--- src/rtl/cdb_rr_arbiter_pkg.sv ---
// Shared helpers for the CDB arbiter slice.
// No types are exported. The only export is an index-width helper, which
// keeps degenerate widths at 1 bit so port declarations stay legal.
package cdb_rr_arbiter_pkg;

  function automatic int unsigned idx_width(input int unsigned n);
    return (n > 1) ? $clog2(n) : 1;
  endfunction

endpackage

--- src/rtl/cdb_rr_arbiter_rr_first_pick.sv ---
// Rotating first-one finder.
// Scans vec starting at index `start`, wrapping at WIDTH.
// WIDTH need not be a power of two.
//   vec   in  WIDTH  candidate vector
//   start in  IW     first index to examine (values >= WIDTH scan from 0)
//   pick  out WIDTH  one-hot selection
//   idx   out IW     index of the selection, 0 when !valid
//   valid out 1      any bit of vec set
module rr_first_pick
  import cdb_rr_arbiter_pkg::*;
#(
  parameter int unsigned WIDTH = 8,
  localparam int unsigned IW = idx_width(WIDTH)
) (
  input  logic [WIDTH-1:0] vec,
  input  logic [IW-1:0]    start,
  output logic [WIDTH-1:0] pick,
  output logic [IW-1:0]    idx,
  output logic             valid
);

  int unsigned base;
  int unsigned pos;

  always_comb begin
    pick  = '0;
    idx   = '0;
    valid = 1'b0;
    pos   = 0;
    base  = 32'(start);
    if (base >= WIDTH) base = 0;
    for (int unsigned k = 0; k < WIDTH; k++) begin
      // Explicit wrap instead of a power-of-two mask, so odd widths work.
      pos = base + k;
      if (pos >= WIDTH) pos = pos - WIDTH;
      if (!valid && vec[IW'(pos)]) begin
        valid           = 1'b1;
        idx             = IW'(pos);
        pick[IW'(pos)]  = 1'b1;
      end
    end
  end

endmodule

--- src/rtl/cdb_rr_arbiter.sv ---
// Common Data Bus slot arbiter.
// One grant per cycle. Starved low-priority requesters go first, then
// high-priority requesters in round-robin order, then all requesters in
// round-robin order. The grant is combinational; the pointer and the
// wait counters are registered.
//   clock, reset   clock; synchronous active-high reset
//   flush          squash: no grant this cycle, state cleared next cycle
//   en             CDB slot available; when low, no grant and state holds
//   req, prio      per-unit request and class (1 = high)
//   gnt            one-hot grant
//   gnt_valid      |gnt
//   gnt_idx        granted index, 0 when no grant
//   ptr            round-robin start pointer
//   starved        wait counter has reached STARVE_LIMIT
module cdb_rr_arbiter
  import cdb_rr_arbiter_pkg::*;
#(
  parameter int unsigned NUM_REQ      = 8,
  parameter int unsigned STARVE_LIMIT = 4,
  localparam int unsigned IW = idx_width(NUM_REQ),
  localparam int unsigned WW = idx_width(STARVE_LIMIT + 1)
) (
  input  logic               clock,
  input  logic               reset,
  input  logic               flush,
  input  logic               en,
  input  logic [NUM_REQ-1:0] req,
  input  logic [NUM_REQ-1:0] prio,
  output logic [NUM_REQ-1:0] gnt,
  output logic               gnt_valid,
  output logic [IW-1:0]      gnt_idx,
  output logic [IW-1:0]      ptr,
  output logic [NUM_REQ-1:0] starved
);

  logic [IW-1:0] ptr_q, ptr_d;
  logic [WW-1:0] wait_q [NUM_REQ];
  logic [WW-1:0] wait_d [NUM_REQ];

  logic               active;
  logic [NUM_REQ-1:0] st_vec, st_pick;
  logic [IW-1:0]      st_idx;
  logic               st_valid;

  logic [NUM_REQ-1:0] hi_pick, any_pick;
  logic [IW-1:0]      hi_idx, any_idx;
  logic               hi_valid, any_valid;

  always_comb begin
    for (int unsigned i = 0; i < NUM_REQ; i++)
      starved[i] = (wait_q[i] == WW'(STARVE_LIMIT));
  end

  // Starvation override uses a fixed lowest-index priority encoder.
  always_comb begin
    st_vec   = req & starved & ~prio;
    st_pick  = '0;
    st_idx   = '0;
    st_valid = 1'b0;
    for (int unsigned i = 0; i < NUM_REQ; i++) begin
      if (!st_valid && st_vec[i]) begin
        st_valid   = 1'b1;
        st_idx     = IW'(i);
        st_pick[i] = 1'b1;
      end
    end
  end

  rr_first_pick #(.WIDTH(NUM_REQ)) u_hi_pick (
    .vec   (req & prio),
    .start (ptr_q),
    .pick  (hi_pick),
    .idx   (hi_idx),
    .valid (hi_valid)
  );

  rr_first_pick #(.WIDTH(NUM_REQ)) u_any_pick (
    .vec   (req),
    .start (ptr_q),
    .pick  (any_pick),
    .idx   (any_idx),
    .valid (any_valid)
  );

  always_comb begin
    active  = en && !reset && !flush;
    gnt     = '0;
    gnt_idx = '0;
    if (active) begin
      if (st_valid) begin
        gnt     = st_pick;
        gnt_idx = st_idx;
      end else if (hi_valid) begin
        gnt     = hi_pick;
        gnt_idx = hi_idx;
      end else if (any_valid) begin
        gnt     = any_pick;
        gnt_idx = any_idx;
      end
    end
    gnt_valid = |gnt;
  end

  always_comb begin
    ptr_d = ptr_q;
    for (int unsigned i = 0; i < NUM_REQ; i++) wait_d[i] = wait_q[i];
    if (flush) begin
      ptr_d = '0;
      for (int unsigned i = 0; i < NUM_REQ; i++) wait_d[i] = '0;
    end else if (en) begin
      if (gnt_valid)
        ptr_d = (gnt_idx == IW'(NUM_REQ - 1)) ? '0 : gnt_idx + IW'(1);
      for (int unsigned i = 0; i < NUM_REQ; i++) begin
        // High-priority cycles and dropped requests are not denials.
        if (!req[i] || prio[i] || gnt[i])
          wait_d[i] = '0;
        else if (wait_q[i] != WW'(STARVE_LIMIT))
          wait_d[i] = wait_q[i] + WW'(1);
      end
    end
  end

  always_ff @(posedge clock) begin
    if (reset) begin
      ptr_q <= '0;
      for (int unsigned i = 0; i < NUM_REQ; i++) wait_q[i] <= '0;
    end else begin
      ptr_q <= ptr_d;
      for (int unsigned i = 0; i < NUM_REQ; i++) wait_q[i] <= wait_d[i];
    end
  end

  assign ptr = ptr_q;

endmodule

--- config.mk ---
export PLATFORM = sky130hd
export DESIGN_NAME = cdb_rr_arbiter
export DESIGN_NICKNAME = d
export VERILOG_FILES = /design/src/rtl/cdb_rr_arbiter_pkg.sv /design/src/rtl/cdb_rr_arbiter_rr_first_pick.sv /design/src/rtl/cdb_rr_arbiter.sv
export SDC_FILE = /design/constraint.sdc
export NUM_CORES = 1
export LEC_CHECK = 0
export ABC_AREA = 1
export ABC_CLOCK_PERIOD_IN_PS = 4900
export CORE_MARGIN = 2
export CORE_UTILIZATION = 55
export DETAILED_ROUTE_END_ITERATION = 8
export GPL_TIMING_DRIVEN = 0
export PLACE_DENSITY_LB_ADDON = 0.12
export SLEW_MARGIN = 25
export SYNTH_ARGS = -nofsm -noshare
export SYNTH_HDL_FRONTEND = slang
export SYNTH_SLANG_ARGS = --single-unit
--- constraint.sdc ---
create_clock -name clock -period 4.9 [get_ports clock]
set_input_delay 0.98 -clock clock [delete_from_list [all_inputs] [get_ports clock]]
set_output_delay 0.98 -clock clock [all_outputs]
set_load 0.01 [all_outputs]
==> results of run 1 <==
## Yosys cell counts (4+ instances only)
| master | n |
|---|---|
| o211ai_1 | 6 |
| buf_2 | 8 |
| nand2_2 | 15 |
| o22ai_1 | 10 |
| nand2_1 | 203 |
| clkbuf_1 | 4 |
| a21oi_1 | 48 |
| nor2_4 | 7 |
| buf_1 | 4 |
| nand2_4 | 5 |
| nor2_2 | 5 |
| xor2_1 | 8 |
| nor2_1 | 116 |
| o21ai_0 | 17 |
| nor3_1 | 20 |
| nand3_1 | 136 |
| inv_2 | 14 |
| nand4_1 | 18 |
| ha_1 | 24 |
| o21ai_1 | 7 |
| dfxtp_1 | 27 |
| inv_1 | 99 |
## flip-flops by register name, summed over array words and instances, names as in the netlist
signal / count
ptr: 3
wait_q: 24
## kinds of logic after synthesis
kind of cell	count (synthesis)
and+or+nand+nor	540
buffers and inverters	139
AOI/OAI and AO/OA	97
DFF	27
adders and majority gates	24
xor gates and xnor gates	8
## worst min-delay path, stage by stage (launching register included)
cell	delay, ns
dfxtp_1	0.33
nand2_1	0.06
a21oi_1	0.05
## stage by stage
stage / instance area [um^2] / utilization [%]
6_report: 5590 / 68.7
4_1_cts: 5300 / 65.2
3_5_place_dp: 5110 / 62.8
2_1_floorplan: 4550 / -
3_3_place_gp: 5110 / 62.8
5_1_grt: 5590 / 68.7
## cells in the final DEF (no fill, tap or decap), drive strengths merged, types with 2 or more instances in the layout
master / instances
buf: 35
dlygate4sd2: 4
o22ai: 10
ha: 24
xor2: 8
nor2: 128
nand2: 223
nand3: 140
clkdlybuf4s50: 21
o21ai: 27
clkbuf: 6
o211ai: 6
dfxtp: 27
or2: 2
nand4: 20
inv: 112
and3: 3
clkinv: 5
a21oi: 48
nor3: 23
dlymetal6s2s: 16
## metal layers
| metal | vias up | GRT usage (%) | share of wire [%] |
|---|---|---|---|
| met2 | 389 | 67.3 | 47 |
| met3 | 105 | 6.15 | 8.7 |
| li1 | 2866 | - | - |
| met1 | 2803 | 45.0 | 38 |
| met4 | 0 | 23.9 | 6.3 |
| met5 | - | 0 | 0 |
## how the worst max path moves through the flow
stage / endpoint / slack [ns] / from
after detailed placement: gnt_valid / -0.54 / ptr[0]
after CTS: gnt[1] / 0.005 / ptr[0]
final: gnt_valid / 0.09 / ptr[0]
after global routing: gnt_valid / -0.07 / ptr[0]
after global placement: gnt_valid / -0.44 / ptr[0]
after floorplan: gnt_valid / 0.86 / ptr[0]
## timing repair
item,CTS,global route
buffers inserted,4,12
gates resized for setup,43,54
setup endpoints to repair,12,12
pin swaps,6,12
hold buffers,0,0
## cell type report
| class | instances | area, um^2 | share of cell area, % |
|---|---|---|---|
| Multi-Input combinational cell | 669 | 3650 | 65.4 |
| Tap cell | 105 | 131 | 2.35 |
| Sequential cell | 27 | 549 | 9.83 |
| Clock buffer | 3 | 41.3 | 0.739 |
| Timing Repair Buffer | 58 | 588 | 10.5 |
| Inverter | 117 | 449 | 8.04 |
| Buffer | 22 | 168 | 3.00 |
| Clock inverter | 1 | 5.00 | 0.0896 |
==> metrics.yaml, run 1 <==
synth.area.top_cells: "nand2_1 17%, nand3_1 15%, dfxtp_1 12%"
async_flop_share_pct: 0
gr-total-overflow: 0
track_usage_pct: 39.0
htreeDepth: 1
synth-compound-area-share_pct: 12.4
start_util_pct: 56.0
vias: 6163
cts-root-buf: "clkbuf_8"
cp_slowest_stage_delay_ns: 0.40
worstHoldPathCells: 2
synth-adder-area-share_pct: 6.59
num_rows: 33
path_class: "reg -> out"
setup_viol_count_final: 0
finalHoldViolCount: 0
die_y_um: 95
synth_area_mm2: 0.00455
synth_area_per_cell_um2: 5.45
startpoint_type: "flop"
wl_per_cell_um: 17.9
synthSimpleGateAreaFrac_pct: 55.1
fin_nets: 942
drc: 0
synth_top_family_by_area: "simple AND/OR/NAND/NOR gates"
drt-total-wl_mm: 18.0
drt_iter0_drc: 634
die_w_um: 95
layout_worst_path_cycle_share_pct: 98.2
clk_latency_ns: 0.28
cp.depth: 24
dp_hpwl_mm: 13.5
fill_cells: 760
clkSinkCount: 27
io_pins: 43
grt_pass1_vias: 5754
layout_min_cycle_time_ns: 4.81
drive_gt1_share_pct: 16.2
worst_r2r_path_depth: 22
diodes: 0
hold_class: "reg -> reg"
crit_slowest_cell: "dfxtp_4"
fin_tns_setup_ns: 0
syn_inst: 835
hold_start: "wait_q[1][0]"
place_inst: 982
crit_top_cell: "nand2_2"
finalMaxSlewViolations: 0
crit_path_end_kind: "primary output"
setup_ws_ns: 0.0861
ys_warn_count: 0
cp_num_buf_inv: 6
synthFlopType: "dfxtp_1"
routabilityCongestion: 1.05
finalClockSkew_ns: 0.00303
dr.pass1.iters: 7
whs_ns: 0.490
synth_top_cell_by_area: "nand2_1"
outcome: "finished, final reports clean"
ys_ff_latch: 27
cp.arrival_ns: 3.83
instances_no_fill: 1002
antenna_left: 0
antenna_found_initial: 0
clockBufferDepth: 2
place_ws_ns: -0.540
synth_top_area_share_pct: 16.7
cts_tree: "done"
clkTransAtPathRegs_ns: 0.09
grt_max_degree: 16
yosysSeqAreaShare_pct: 11.9
io_buffers: 42
cp.required_ns: 3.92
tightest_slew_ns: 0.699
cp_top_family: "simple AND/OR/NAND/NOR gates"
synthMuxAreaShare_pct: 0
slew_headroom_pct: 53.1
holdPathEnd: "wait_q[1][0]"
area_delta_synth_final_pct: 22.7
syn_nets: 879
vias_per_cell: 6.15
critical_path.cell_chain: "inv_2 > buf_6 > buf_12 > ha_4 > inv_1 > buf_6 > nand3_1 > nand2_2 > nand2_1 > nand2_2 > nand2_2 > nor2_4 > nand3_4 > nor2_4 > nand2_4 > nor2_4 > o211ai_1 > nand2_1 > nand2_2 > nand2_2 > nand2_2 > nor2_4 > nand2_1 > dlygate4sd2_1"
clock.fmax_mhz: 208
die_area_mm2: 0.00903
synthXorXnorAreaFrac_pct: 1.54
synthDistinctLibCells: 43
drv_cap: 0
r2r_start: "ptr[0]"
coreArea_mm2: 0.00813
crit_path_max_fanout: 10
r2r_slack_ns: 1.24
rr_endpoint: "ptr[2]"
grt_pass1_wl_mm: 27.6
cts_buffers: 3
synth-edff-count: 0
Power of run 1 is not shown: default switching activity piles up to over one toggle a cycle in this logic, so the estimate is an artifact.
==> run 2, diff against run 1 <==
--- a/config.mk
+++ b/config.mk
@@ -7,11 +7,13 @@
 export LEC_CHECK = 0
 export ABC_AREA = 1
 export ABC_CLOCK_PERIOD_IN_PS = 4900
+export CAP_MARGIN = 20
 export CORE_MARGIN = 2
 export CORE_UTILIZATION = 55
 export DETAILED_ROUTE_END_ITERATION = 8
 export GPL_TIMING_DRIVEN = 0
 export PLACE_DENSITY_LB_ADDON = 0.12
+export SKIP_CTS_REPAIR_TIMING = 1
 export SLEW_MARGIN = 25
 export SYNTH_ARGS = -nofsm -noshare
 export SYNTH_HDL_FRONTEND = slang
==> constraint.sdc (replaced) <==
create_clock -name clock -period 4.9 [get_ports clock]
set_input_delay 0.98 -clock clock [delete_from_list [all_inputs] [get_ports clock]]
set_output_delay 0.98 -clock clock [all_outputs]
set_load 0.02 [all_outputs]
==> run 2 against run 1 <==
Effect of this change: the run now ends with setup timing left; global-route usage decreased by 0.62 points; sequential share of layout area increased by 0.48 points; register-to-register slack got worse by 0.21 ns; critical endpoint unchanged; highest routed layer unchanged.
==> metrics.yaml, run 2 (synthesized netlist as in run 1, its figures left out) <==
finalMaxSlewViolations: 0
die_area_mm2: 0.00903
antenna_found_initial: 0
p_per_area_mw_per_mm2: 815
ir_worst_vdd_mv: 0.328
holdPathEnd: "wait_q[1][0]"
startpoint_type: "flop"
vias: 6023
crit_path_end_kind: "primary output"
path_class: "reg -> out"
dp_hpwl_mm: 13.5
io_buffers: 42
drc: 0
layout_worst_path_cycle_share_pct: 102
wl_per_cell_um: 17.6
crit_path_max_fanout: 10
cp.required_ns: 3.92
whs_ns: 0.491
fin_area_mm2: 0.00532
critical_path.cell_chain: "inv_2 > clkbuf_4 > buf_6 > ha_1 > inv_1 > buf_4 > nand3_1 > nand2_1 > nand2_1 > nand2_2 > nand2_2 > nor2_4 > nand3_4 > nor2_4 > nand2_4 > nor2_4 > o211ai_1 > nand2_1 > nand2_1 > nand2_2 > nand2_2 > nor2_4 > nand2_1 > dlymetal6s2s_1"
dr.pass1.iters: 6
crit_slowest_cell: "dfxtp_4"
die_w_um: 95
worstHoldPathCells: 2
diodes: 0
htreeDepth: 1
hold_class: "reg -> reg"
vias_per_cell: 6.09
layout_min_cycle_time_ns: 4.99
rsz0062_at_grt: "true"
tightest_slew_ns: 0.753
drive_gt1_share_pct: 11.8
outcome: "complete, but fails checks"
clkSinkCount: 27
grt_max_degree: 16
antenna_left: 0
utilization_pct: 65.3
setup_viol_count_final: 1
cp.arrival_ns: 4.01
finalClockSkew_ns: 0.00539
coreArea_mm2: 0.00813
clkTransAtPathRegs_ns: 0.10
area_delta_synth_final_pct: 16.7
place_inst: 982
clk_latency_ns: 0.28
cts_tree: "done"
setup_ws_ns: -0.0934
routabilityCongestion: 1.05
finalHoldViolCount: 0
p_leak_uw: 0.00283
top_register: "wait_q"
fin_nets: 929
worst_r2r_path_depth: 22
io_pins: 43
gr-total-overflow: 0
rr_endpoint: "ptr[2]"
num_rows: 33
total_power_uw: 4330
violations: "setup timing"
layout_common_cells: "200 x nand2_1, 132 x nand3_1, 114 x nor2_1"
crit_top_cell: "nand2_1"
hold_start: "wait_q[1][0]"
grt_pass1_vias: 5625
cp_num_buf_inv: 6
detailed_place.area_mm2: 0.00511
start_util_pct: 56.0
track_usage_pct: 38.4
clockBufferDepth: 2
drt_iter0_drc: 781
clock.fmax_mhz: 200
instances_no_fill: 989
die_y_um: 95
grt_pass1_wl_mm: 27.1
drv_cap: 0
cp_top_family: "simple AND/OR/NAND/NOR gates"
layout.cells.most_common: "nand2_1"
cp_slowest_stage_delay_ns: 0.40
drt-total-wl_mm: 17.4
r2r_start: "ptr[0]"
r2r_slack_ns: 1.03
largest_register_ffs: 24
cts-root-buf: "clkbuf_8"
slew_headroom_pct: 49.4
cts_buffers: 3
run 2: cell count changes in the layout (fill, tap and decap cells not counted), moves of 3 or more:
cell,change
nand3_2,-13
nand3_1,+14
buf_4,-14
dlygate4sd2_1,-4
nand2_1,+7
nand2_2,-7
clkdlybuf4s50_1,+8
inv_1,+3
dlymetal6s2s_1,-5
run 2: power by group:
group	internal, uW	switching, uW	total [uW]
combinational	1140	2780	3920
clock	57.2	72.4	130
sequential	239	40.0	279
total	1440	2890	4330
run 2: final cells by class:
class	instances	area (um^2)
timing repair buffer	45	473
clock buffer	3	41.3
inverter	117	443
tap	105	131
buffer	22	149
sequential	27	548
multi-input combinational	669	3520
fill	800	2820
clock inverter	1	5.00
run 2: tightest hold or removal path: cells and delay by family, from the launching register on:
family	cells	cell delay, ns
simple gates	1	0.06
flops	1	0.33
compound gates	1	0.06
run 2: how the worst max path moves through the flow:
stage / cells past startpoint / start / end / slack (ns)
after floorplan: 22 / ptr[0] / gnt_valid / 0.73
after global placement: 20 / ptr[0] / gnt_valid / -0.51
after detailed placement: 24 / ptr[0] / gnt_valid / -0.61
after CTS: 24 / ptr[0] / gnt_valid / -0.92
after global routing: 24 / ptr[0] / gnt_valid / -0.28
final: 24 / ptr[0] / gnt_valid / -0.09
run 2: metal layers:
layer  global-route usage [%]  share of wire (%)
met1                     45.1                 38
met2                     66.8                 48
met3                     4.47                8.9
met4                     22.7                4.9
met5                        0                  0
run 2: metrics by stage:
step                      worst slack, ns  setup TNS (ns)
final                             -0.0934         -0.0934
after global routing               -0.279          -0.279
after CTS                          -0.924           -8.57
after detailed placement           -0.608           -4.75
after global placement             -0.505           -3.62
after floorplan                     0.725               0
Note: power is estimated with default switching activity, not from simulation.
==> run 3, diff against run 2 <==
--- a/config.mk
+++ b/config.mk
@@ -8,10 +8,13 @@
 export ABC_AREA = 1
 export ABC_CLOCK_PERIOD_IN_PS = 4900
 export CAP_MARGIN = 20
+export CELL_PAD_IN_SITES_DETAIL_PLACEMENT = 2
+export CELL_PAD_IN_SITES_GLOBAL_PLACEMENT = 2
 export CORE_MARGIN = 2
-export CORE_UTILIZATION = 55
+export CORE_UTILIZATION = 30
 export DETAILED_ROUTE_END_ITERATION = 8
 export GPL_TIMING_DRIVEN = 0
+export HOLD_SLACK_MARGIN = 0.1
 export PLACE_DENSITY_LB_ADDON = 0.12
 export SKIP_CTS_REPAIR_TIMING = 1
 export SLEW_MARGIN = 25
==> run 3 against run 2 <==
Effect of this change: the flow now finishes without violations; final area grew 7.8%; count of clock-buffer cells in the layout grew 1; worst setup slack gained 0.29 ns; combinational power grew 13%; hold slack gained 0.0077 ns; non-clock buffer count grew 10; via count is essentially flat; final cell count grew 9.4%; clock skew grew 0.00066 ns; power grew 13%; largest power group unchanged.
==> metrics.yaml, run 3 (synthesized netlist as in run 1, its figures left out) <==
outcome: "finished, final reports clean"
drt_iter0_drc: 282
routed-wl-met3_um: 820
grt_pass1_wl_mm: 35.0
cp_slowest_stage_delay_ns: 0.37
vias_per_cell: 5.57
place_ws_ns: -0.937
p_leak_uw: 0.00306
gr-total-overflow: 0
finalMaxSlewViolations: 0
dr.pass1.iters: 5
clkTransAtPathRegs_ns: 0.07
dr_wl_met2_mm: 11.5
grt_max_degree: 15
io_buffers: 42
finalClockSkew_ns: 0.00605
drv_cap: 0
layout_common_cells: "194 x nand2_1, 121 x nand3_1, 112 x nor2_1"
p_per_area_mw_per_mm2: 852
setup_ws_ns: 0.198
top_layer_used: "met4"
clock.fmax_mhz: 213
wl_met1_mm: 9.68
clk_latency_ns: 0.27
track_usage_pct: 27.5
slew_headroom_pct: 57.7
wl_per_cell_um: 21.3
largest_register_ffs: 24
finalHoldViolCount: 0
die_w_um: 127
tightest_slew_ns: 0.629
die_area_mm2: 0.0162
dp_hpwl_mm: 18.1
fin_nets: 939
cp_num_buf_inv: 6
drc: 0
die_y_um: 127
num_rows: 45
clockBufferDepth: 2
vias: 6027
fill_cells: 1905
hold_start: "wait_q[1][1]"
cp.arrival_ns: 3.72
path_class: "reg -> out"
crit_start: "ptr[0]"
diodes: 0
start_util_pct: 30.3
hold_class: "reg -> reg"
critical_path.cell_chain: "inv_2 > buf_8 > buf_8 > ha_4 > inv_2 > buf_6 > nand3_1 > nand2_2 > nand2_1 > nand2_4 > nand2_2 > nor2_4 > nand3_4 > nor2_4 > nand2_4 > nor2_4 > o211ai_1 > nand2_1 > nand2_1 > nand2_2 > nand2_2 > nor2_4 > nand2_1 > buf_2"
crit_slowest_cell: "dfxtp_4"
grt_pass1_vias: 6517
layout_min_cycle_time_ns: 4.70
r2r_start: "ptr[0]"
setup_viol_count_final: 0
drive_gt1_share_pct: 15.8
layout_worst_path_cycle_share_pct: 96.0
fin_tns_setup_ns: 0
crit_path_end_kind: "primary output"
drt-total-wl_mm: 23.0
top_register: "wait_q"
startpoint_type: "flop"
cts-root-buf: "clkbuf_16"
ir_worst_vdd_mv: 0.259
htreeDepth: 1
antenna_left: 0
coreArea_mm2: 0.0150
cts_buffers: 3
seqCellArea_um2: 549
cts_tree: "done"
cp.required_ns: 3.92
area_delta_synth_final_pct: 25.8
routabilityCongestion: 0.945
crit_path_max_fanout: 10
io_pins: 43
layout.cells.most_common: "nand2_1"
cp_top_family: "simple AND/OR/NAND/NOR gates"
antenna_found_initial: 0
clkSinkCount: 27
multi_input_area_mm2: 0.00365
## run 3: cell types whose count changed in the layout (fill, tap and decap cells not counted), moves of 6 or more
cell / before / now
nand2_1: 200 / 194
clkdlybuf4s50_1: 29 / 14
nand3_2: 7 / 18
nand3_1: 132 / 121
buf_4: 6 / 13
dlymetal6s2s_1: 11 / 26
## run 3: power breakdown
group,internal (uW),total (uW),switching [uW],leakage (uW)
logic,1330,4410,3080,0.00280
clock network,112,192,80.4,0.0000382
registers,240,281,41.0,0.000221
total,1680,4880,3200,0.00306
## run 3: tightest hold or removal path, delay by kind of cell, from the launching register on
kind	cells	cell delay, ns
and+or+nand+nor	1	0.07
DFF	1	0.33
AOI/OAI and AO/OA	1	0.06
## run 3: worst paths after layout
kind | to | slack, ns | depth (start not counted)
min reg2reg | wait_q[1][1] | 0.50 | 2
max | gnt_valid | 0.20 | 24
min | wait_q[1][1] | 0.50 | 2
max reg2reg | ptr[2] | 1.04 | 22
## run 3: routing by layer
| layer | up-vias | global-route usage (%) |
|---|---|---|
| met5 | - | 0 |
| met3 | 58 | 2.05 |
| met2 | 153 | 49.9 |
| met1 | 2968 | 32.9 |
| met4 | 0 | 13.3 |
| li1 | 2848 | - |
## run 3: through the flow
step	instance area, um^2	power [uW]	instances	utilization [%]	hold WS, ns
floorplan	4550	2880	835	-	0.457
global placement	5210	4010	1065	34.7	0.471
detailed placement	5210	4130	1065	34.7	0.496
CTS	5290	4330	1069	35.2	0.507
global route	5730	5270	1082	38.1	0.523
finish	5730	4880	1082	38.1	0.499
## run 3: layout make-up
| cell class | count | share of cell area, % |
|---|---|---|
| Timing Repair Buffer | 55 | 10.2 |
| Multi-Input combinational cell | 669 | 63.8 |
| Buffer | 22 | 3.10 |
| Sequential cell | 27 | 9.59 |
| Tap cell | 188 | 4.11 |
| Clock buffer | 4 | 1.38 |
| Inverter | 117 | 7.84 |
==> RTL edit, RTL diff (flow settings as in run 3) <==
Set the parameter `STARVE_LIMIT` to 8 (it was 4).
--- a/src/rtl/cdb_rr_arbiter.sv
+++ b/src/rtl/cdb_rr_arbiter.sv
@@ -17,5 +17,5 @@
 #(
   parameter int unsigned NUM_REQ      = 8,
-  parameter int unsigned STARVE_LIMIT = 4,
+  parameter int unsigned STARVE_LIMIT = 8,
   localparam int unsigned IW = idx_width(NUM_REQ),
   localparam int unsigned WW = idx_width(STARVE_LIMIT + 1)
Function: not settled (the Yosys comparison gave no result); the edit may change what the design does.
==> RTL edit against run 3 <==
- area after synthesis up 11%
- routed wire length grew 9.1%
- setup slack lost 0.12 ns
- sequential cell count rose by 8
- count of clock-buffer cells in the layout rose by 4
- cell count rose by 13%
- final area rose by 12%
- critical path type unchanged
- critical endpoint unchanged
- largest cell class unchanged
Power is not compared: it rests on default switching activity, and its combinational part moved more than twofold at a synthesized area within 25%.
==> RTL edit: results (changes against run 3) <==
* Port-buffer cells at 41 (-2.4%)
* Sequential fraction of the synthesis area at 13.9% (+2.0 points)
* Worst EP arrival at 3.84 ns (+0.12 ns)
* All-layer global routing usage at 26.2% (-1.3 points)
* CTS HTree Levels at 2 (+1)
* Share of layout cells above drive strength 1 at 15.0% (-0.79 points)
* Worst-Skew Late Latency at 0.29 ns (+0.02 ns)
* GP Congestion at 0.892 (-5.6%)
* Total routed wirelength at 25100 um (+9.1%)
* Most common library cells after synthesis: 227 x nand2_1, 168 x nand3_1, 159 x nor2_1
* Max FFs per register at 32 (+33%)
* First-pass DRT Iterations at 4 (-1)
* Pre-CTS setup slack at -1.03 ns (-0.0976 ns)
* Hold endpoint: wait_q[0][6]$_SDFFE_PP0P_
* FILL cells at 2155 (+13%)
* Largest net degree at the start of global routing at 13 (-2)
* Reg2Reg Setup Slack at 0.84 ns (-0.20 ns)
* Post-DP HPWL at 18700 um (+2.9%)
* Synth area leaders: nand2_1 17%, nand3_1 17%, dfxtp_1 14%
* Met1 wire length at 11000 um (+14%)
* Int Pwr at 1.04 mW
* # nets final at 1051 (+12%)
* Status: finished, final reports clean
* Routed wl met3 at 816 um (-0.49%)
* Slowest-stage cell, CP: dfxtp_4
* Slew @ Worst Pin at 0.838 ns (+0.209 ns)
* Crit-path max cell delay at 0.40 ns (+0.03 ns)
* Reg2reg start: ptr[0]$_SDFFE_PP0P_
* P_clk at 350 uW
* Hold Path Origin: wait_q[0][6]$_SDFFE_PP0P_
* First-pass GRT wire length at 37000 um (+5.6%)
* DRT iter0 DRCs at 324 (+15%)
* Synth cell types at 41 (-4.7%)
* Worst Clk Skew at 0.00457 ns (-0.00147 ns)
* Num CTS Buffers at 5 (+2)
* Detailed-route via count at 6657 (+10%)
* Syn_nets at 971 (+10%)
* R2R depth at 24 (+9.1%)
RTL edit: area by class of cell:
| cell class | instances | area [um^2] | share of cell area [%] |
|---|---|---|---|
| multi-input cells | 750 | 3960 | 61.8 |
| clock buffers | 8 | 156 | 2.44 |
| well taps | 220 | 275 | 4.29 |
| repair buffers | 72 | 676 | 10.5 |
| plain buffers | 23 | 173 | 2.69 |
| inverters | 120 | 462 | 7.20 |
| flip-flops and latches | 35 | 708 | 11.0 |
RTL edit: worst max-delay path by stage:
stage	start	to	slack, ns	depth (start not counted)
3_3_place_gp	ptr[0]$_SDFFE_PP0P_	gnt_valid	-0.96	24
6_report	ptr[0]$_SDFFE_PP0P_	gnt_valid	0.08	22
4_1_cts	ptr[0]$_SDFFE_PP0P_	gnt_valid	-1.37	24
2_1_floorplan	ptr[0]$_SDFFE_PP0P_	gnt_idx[2]	0.53	20
5_1_grt	ptr[0]$_SDFFE_PP0P_	gnt_valid	-0.07	22
3_5_place_dp	ptr[0]$_SDFFE_PP0P_	gnt_valid	-1.03	24
RTL edit: cell families after synthesis:
| logic type | after synthesis | share of synthesized area (%) |
|---|---|---|
| compound gates | 76 | 8.77 |
| xor+xnor | 9 | 1.56 |
| fa+ha+maj | 24 | 5.95 |
| buf+inv | 143 | 11.4 |
| flops | 35 | 13.9 |
| simple gates | 640 | 58.4 |
RTL edit: stage by stage:
step,hold WS [ns],cells,instance area [um^2],power (mW)
after floorplan,0.453,927,5050,1.29
after global placement,0.480,1188,5740,1.74
after detailed placement,0.481,1188,5740,1.77
after CTS,0.490,1196,5890,2.12
after global routing,0.515,1228,6410,2.54
final,0.494,1228,6410,2.39
RTL edit: metal layers:
metal,track usage [%],up-vias
met5,0,-
met4,6.97,0
met3,1.41,41
met2,47.4,137
met1,33.7,3286
li1,-,3193
